===== src/rtl/eth_pkg.sv =====
// Ethernet framing constants and builder state type,
// shared by the tx frame builder and the rx frame parser.
package eth_pkg;

  localparam logic [7:0]  ETH_PREAMBLE    = 8'h55;
  localparam logic [7:0]  ETH_SFD         = 8'hD5;
  localparam int          ETH_HDR_LEN     = 14;
  localparam int          ETH_FCS_LEN     = 4;
  localparam logic [31:0] CRC32_POLY_REFL = 32'hEDB88320;
  localparam logic [31:0] CRC32_INIT      = 32'hFFFFFFFF;
  localparam logic [31:0] CRC32_RESIDUE   = 32'hDEBB20E3;

  typedef enum logic [2:0] {
    S_IDLE,
    S_PRE,
    S_HDR,
    S_PAY,
    S_PAD,
    S_FCS,
    S_IFG
  } fb_state_e;

endpackage


===== src/rtl/crc32_d8.sv =====
// Combinational CRC-32 (reflected 0xEDB88320) advance by one byte,
// LSB first; no init or final XOR applied here.
module crc32_d8
  import eth_pkg::*;
(
  input  logic [31:0] crc_in,
  input  logic [7:0]  data,
  output logic [31:0] crc_out
);

  always_comb begin
    crc_out = crc_in ^ {24'h000000, data};
    for (int i = 0; i < 8; i++) begin
      if (crc_out[0])
        crc_out = (crc_out >> 1) ^ CRC32_POLY_REFL;
      else
        crc_out = crc_out >> 1;
    end
  end

endmodule


===== src/rtl/frame_builder.sv =====
// Ethernet tx frame serializer: preamble, header, streamed payload,
// zero pad, FCS and inter-frame gap onto an 8-bit port.
module frame_builder
  import eth_pkg::*;
#(
  parameter int PREAMBLE_EN = 0,
  parameter int MIN_PAYLOAD = 46,
  parameter int MAX_PAYLOAD = 1500,
  parameter int IFG_CYCLES  = 12
) (
  input  logic        clk,
  input  logic        reset,
  input  logic        start,
  input  logic [47:0] dest_mac,
  input  logic [47:0] src_mac,
  input  logic [15:0] eth_type,
  input  logic [7:0]  pl_data,
  input  logic        pl_valid,
  input  logic        pl_last,
  output logic        pl_ready,
  output logic [7:0]  tx_data,
  output logic        tx_valid,
  output logic        busy,
  output logic        done,
  output logic        err_underrun,
  output logic        err_oversize
);

  localparam logic [10:0] MIN_CNT  = 11'(MIN_PAYLOAD);
  localparam logic [10:0] MAX_CNT  = 11'(MAX_PAYLOAD);
  localparam logic [10:0] IFG_LAST = 11'(IFG_CYCLES - 1);
  localparam logic [10:0] HDR_LAST = 11'(ETH_HDR_LEN - 1);
  localparam logic [10:0] FCS_LAST = 11'(ETH_FCS_LEN - 1);

  fb_state_e    state, state_n;
  logic [10:0]  idx, idx_n;
  logic [10:0]  cnt, cnt_n;
  logic [111:0] hdr;
  logic [31:0]  crc, crc_src, crc_upd, fcs;
  logic [6:0]   hdr_pos;
  logic [7:0]   byte_n;
  logic         vld_n, crc_en, ld_hdr;
  logic         done_n, urun_n, ovsz_n;

  assign pl_ready = (state == S_PAY);
  assign busy     = (state != S_IDLE);
  assign fcs      = ~crc;
  assign hdr_pos  = 7'd104 - {idx[3:0], 3'b000};
  // the first header byte is hashed in the start cycle
  assign crc_src  = (state == S_IDLE) ? CRC32_INIT : crc;

  crc32_d8 u_crc (
    .crc_in  (crc_src),
    .data    (byte_n),
    .crc_out (crc_upd)
  );

  always_comb begin
    state_n = state;
    idx_n   = idx;
    cnt_n   = cnt;
    byte_n  = 8'h00;
    vld_n   = 1'b0;
    crc_en  = 1'b0;
    ld_hdr  = 1'b0;
    done_n  = 1'b0;
    urun_n  = 1'b0;
    ovsz_n  = 1'b0;
    unique case (state)
      S_IDLE: begin
        if (start) begin
          ld_hdr = 1'b1;
          vld_n  = 1'b1;
          idx_n  = 11'd1;
          cnt_n  = '0;
          if (PREAMBLE_EN != 0) begin
            byte_n  = ETH_PREAMBLE;
            state_n = S_PRE;
          end else begin
            byte_n  = dest_mac[47:40];
            crc_en  = 1'b1;
            state_n = S_HDR;
          end
        end
      end
      S_PRE: begin
        vld_n = 1'b1;
        if (idx == 11'd7) begin
          byte_n  = ETH_SFD;
          idx_n   = '0;
          state_n = S_HDR;
        end else begin
          byte_n = ETH_PREAMBLE;
          idx_n  = idx + 11'd1;
        end
      end
      S_HDR: begin
        vld_n  = 1'b1;
        crc_en = 1'b1;
        byte_n = hdr[hdr_pos +: 8];
        if (idx == HDR_LAST) begin
          idx_n   = '0;
          state_n = S_PAY;
        end else begin
          idx_n = idx + 11'd1;
        end
      end
      S_PAY: begin
        if (pl_valid) begin
          vld_n  = 1'b1;
          crc_en = 1'b1;
          byte_n = pl_data;
          cnt_n  = cnt + 11'd1;
          if (pl_last) begin
            state_n = (cnt_n < MIN_CNT) ? S_PAD : S_FCS;
          end else if (cnt_n == MAX_CNT) begin
            ovsz_n  = 1'b1;
            state_n = S_FCS;
          end
        end else begin
          // abort without FCS so the receiver drops the frame
          urun_n  = 1'b1;
          idx_n   = '0;
          state_n = S_IFG;
        end
      end
      S_PAD: begin
        vld_n  = 1'b1;
        crc_en = 1'b1;
        cnt_n  = cnt + 11'd1;
        if (cnt_n == MIN_CNT) state_n = S_FCS;
      end
      S_FCS: begin
        vld_n  = 1'b1;
        byte_n = fcs[{idx[1:0], 3'b000} +: 8];
        if (idx == FCS_LAST) begin
          done_n  = 1'b1;
          idx_n   = '0;
          state_n = S_IFG;
        end else begin
          idx_n = idx + 11'd1;
        end
      end
      S_IFG: begin
        if (idx == IFG_LAST) begin
          idx_n   = '0;
          state_n = S_IDLE;
        end else begin
          idx_n = idx + 11'd1;
        end
      end
      default: state_n = S_IDLE;
    endcase
  end

  always_ff @(posedge clk) begin
    if (reset) begin
      state        <= S_IDLE;
      idx          <= '0;
      cnt          <= '0;
      hdr          <= '0;
      crc          <= CRC32_INIT;
      tx_data      <= 8'h00;
      tx_valid     <= 1'b0;
      done         <= 1'b0;
      err_underrun <= 1'b0;
      err_oversize <= 1'b0;
    end else begin
      state        <= state_n;
      idx          <= idx_n;
      cnt          <= cnt_n;
      tx_data      <= byte_n;
      tx_valid     <= vld_n;
      done         <= done_n;
      err_underrun <= urun_n;
      err_oversize <= ovsz_n;
      if (ld_hdr) hdr <= {dest_mac, src_mac, eth_type};
      if (crc_en)
        crc <= crc_upd;
      else if (state == S_IDLE)
        crc <= CRC32_INIT;
    end
  end

endmodule


===== config.mk =====
export PLATFORM = sky130hd
export DESIGN_NAME = frame_builder
export DESIGN_NICKNAME = d
export VERILOG_FILES = /design/src/rtl/eth_pkg.sv /design/src/rtl/crc32_d8.sv /design/src/rtl/frame_builder.sv
export SDC_FILE = /design/constraint.sdc
export NUM_CORES = 1
export LEC_CHECK = 0
export BUFFER_PORTS_ARGS = -buffer_cell sky130_fd_sc_hd__buf_4
export CORE_ASPECT_RATIO = 0.7
export CORE_MARGIN = 5
export CORE_UTILIZATION = 52
export CTS_CLUSTER_SIZE = 40
export DETAILED_ROUTE_END_ITERATION = 7
export GPL_TIMING_DRIVEN = 0
export HOLD_SLACK_MARGIN = 0.08
export PLACE_DENSITY = 0.77
export REMOVE_ABC_BUFFERS = 1
export SLEW_MARGIN = 15
export SYNTH_ARGS = -nofsm -noshare
export SYNTH_HDL_FRONTEND = slang
export SYNTH_SLANG_ARGS = --single-unit

===== constraint.sdc =====
create_clock -name clk -period 2.9 [get_ports clk]
set_input_delay 0.29 -clock clk [delete_from_list [all_inputs] [get_ports clk]]
set_output_delay 0.29 -clock clk [all_outputs]
set_load 0.02 [all_outputs]

==> run summary <==
1st-pass router iterations: 6
VDD IR max: 0.9700 mV
number of global-route vias before repair: 8524
Clock Path Buffers: 2
pin count of the biggest net entering global routing: 89
grt ovf: 0
antenna cell count: 0
TritonCTS clock tree: done
Yosys warnings: 0
port buffer count: 138
Hold WS: 0.08471 ns
DP HPWL: 16440 um
initial antenna violation count: 0
width of the chip: 169.3 um
TritonCTS Buffers: 17
CTS Root Cell: clkbuf_16
crit path capture type: flip-flop
Final #Nets: 1397
via count: 9100
first-pass GRT wire length: 46220 um
Initial Util: 53.32%
Mapped Avg Cell Area: 8.590 um2
Synth area leader: dfxtp_1
Slowest-stage cell, CP: mux4_2
Buf/Inv on CP: 2
ys async rst share: 0%
drt initial violations: 1132
final-report setup violation count: 29
CP Cell Sequence: buf_6 -> mux4_2 -> a221o_1 -> a311oi_4 -> xnor2_4 -> buf_6 -> xnor2_4 -> xor2_4 -> xor3_1 -> o32a_1
maximum capacitance violations: 0
GPL Wtd Cong: 0.8634
Rel. slew slack: 28.11%
Setup Slack @ Placement: -2.086 ns
layout cells sized above 1: 31.59%
Startpoint Class: flip-flop
fin. max-slew vios: 0
cell family with most CP delay: compound AO/OA/AOI/OAI gates
final-layout fill cell count: 1172
Tot GR Track Use: 28.52%
skew final: 0.01725 ns
die height: 121.5 um
Vias/cell: 6.026
wire per inst: 21.22 um
Setup CP Type: flip-flop to flip-flop
Final min period: 3.510 ns
slowest cell delay on critical path: 0.54 ns
I/O Pins: 139
Row Count: 40
fmax: 0.2849 GHz
sequential share of the synthesized area: 39.24%
die area: 20560 um2
violated checks: setup timing
placed instance count: 1381
Area contributors post-synth: dfxtp_1, nand2_1, a21oi_1
Worst Slack Setup Final: -0.6098 ns
Final ANT Viol Nets: 0
Syn Inst Count: 1075
share of the synthesized area in the top cell type: 39.24%
Leakage Power: 4.944 nW
Critical Path AT: 3.83 ns
flops & latches, synth: 181
clock edge transition at the registers on the reported setup and hold paths: 0.08 ns
Fin. Hold Viols: 0
unrepaired setup endpoints after global routing: yes
Setup TNS Final: -12.11 ns
EDFF count, synth: 0
Num Clock Sinks: 181
clock latency on the worst-skew pair: 0.45 ns
Max FO, Critical Path: 7
worst endpoint required time: 3.22 ns
core area: 17320 um2
Worst Hold Class: input pin to flip-flop
pwr dens: 1334 nW/um2
area growth from synthesis to layout: 36.96%
Remaining DRCs: 0
cell area after synthesis: 9234 um2
status: finished with violations
Routed WL: 32040 um
post-route insts no fill: 1510
Final period util: 121.0%
Worst Tran Pin Value: 1.074 ns
dominant register cell in the synthesized netlist: dfxtp_1
Synth cell types: 67
H-tree depth: 4
-- per-layer routing --
metal	track usage (%)	wire, um	vias to the layer above
met5	0	0	-
met4	12.52	1751	0
met3	7.392	3433	171
met2	44.50	14420	617
met1	37.46	12430	4235
li1	-	-	4077
-- worst register-to-register path, delay by kind of cell (launching register included) --
kind,cells,cell delay [ns]
compound gates,3,1.16
xor+xnor,4,0.98
mux,1,0.54
flops,1,0.43
buf+inv,2,0.28
-- placed cells by master, fill, tap and decap left out, drive strengths merged, types with 8 or more instances in the layout --
cell    netlist  final
a21oi       146    146
buf          19    244
clkbuf       58     18
dfxtp       181    181
inv          11     17
mux2         11     11
mux4         32     32
nand2       265    265
nand2b        9      9
nand3        14     14
nor2         94     94
nor3         13     13
o21ai        24     24
o22ai         8      8
xnor2        54     54
xor2         24     24
-- sequential cells by signal, indices dropped and copies added (netlist names) --
| register | flops |
|---|---|
| state | 3 |
| tx_valid | 1 |
| err_underrun | 1 |
| tx_data | 8 |
| done | 1 |
| idx | 11 |
| crc | 32 |
| cnt | 11 |
| err_oversize | 1 |
| hdr | 112 |
-- report_power, final --
part / switching (mW) / internal [mW]
Clock: 1.19 / 1.18
Sequential: 0.435 / 3.03
Combinational: 5.31 / 5.72
-- cell families after synthesis --
family,Yosys count,synth area share (%)
and+or+nand+nor,437,19.89
xor gates and xnor gates,85,10.92
adders and majority gates,6,0.8130
muxes,46,9.634
AOI/OAI and AO/OA,232,15.33
DFF,181,39.24
buffers and inverters,88,4.173
-- through the flow --
| stage | area, um2 | utilization [%] | total power [mW] |
|---|---|---|---|
| after global routing | 12650 | 73.03 | 17.46 |
| after global placement | 10210 | 58.99 | 9.444 |
| after floorplan | 8890 | - | 8.557 |
| final | 12650 | 73.03 | 16.87 |
| after CTS | 12190 | 70.42 | 14.84 |
| after detailed placement | 10450 | 60.37 | 10.14 |
-- area by class of cell --
class                   count  area, um2  share of cell area (%)
multi-input cells         806       5806                   45.90
flip-flops and latches    181       3646                   28.83
repair buffers            249       2263                   17.90
clock buffers              18      439.2                   3.473
well taps                 231      289.0                   2.285
clock inverters            14      162.7                   1.286
inverters                  11      41.29                  0.3265
-- what timing repair did --
action                     4_1_cts  5_1_grt
gates cloned                     2        0
gates resized for setup         83       49
pin swaps                       49       39
hold buffers                     3        1
setup endpoints to repair       43       33
buffers inserted                63       35
hold endpoints to repair         3        1
-- synth_stat cells, drive strengths merged (2+ instances only) --
cell       n
o211ai     7
clkbuf    58
a31o       3
mux2i      3
o21ai     24
nor4b      3
xnor2     54
a311oi     4
a22oi      5
xor2      24
nor2b      2
nor3b      3
a221oi     2
inv       11
nor3      13
o22a       6
nor2      94
xnor3      5
xor3       2
a2bb2oi    2
buf       19
o221ai     3
and3       6
or2        4
nand3     14
nand4b     3
ha         6
a21oi    146
a21boi     2
mux4      32
a211oi     4
nand3b     2
a31oi      5
nor4       7
nand2    265
nand4      5
dfxtp    181
and2       2
or4        3
a221o      5
nand2b     9
o22ai      8
mux2      11
-- path summary, 6_finish.rpt --
kind,start,endpoint,slack [ns],cells after the start
worst max-delay path,idx[1],crc[23],-0.61,10
worst min register to register,hdr[35],hdr[35],0.46,2
worst max register to register,idx[1],crc[23],-0.61,10
worst min-delay path,src_mac[20],hdr[36],0.08,3
No activity file was read; power rests on OpenSTA's default activity.
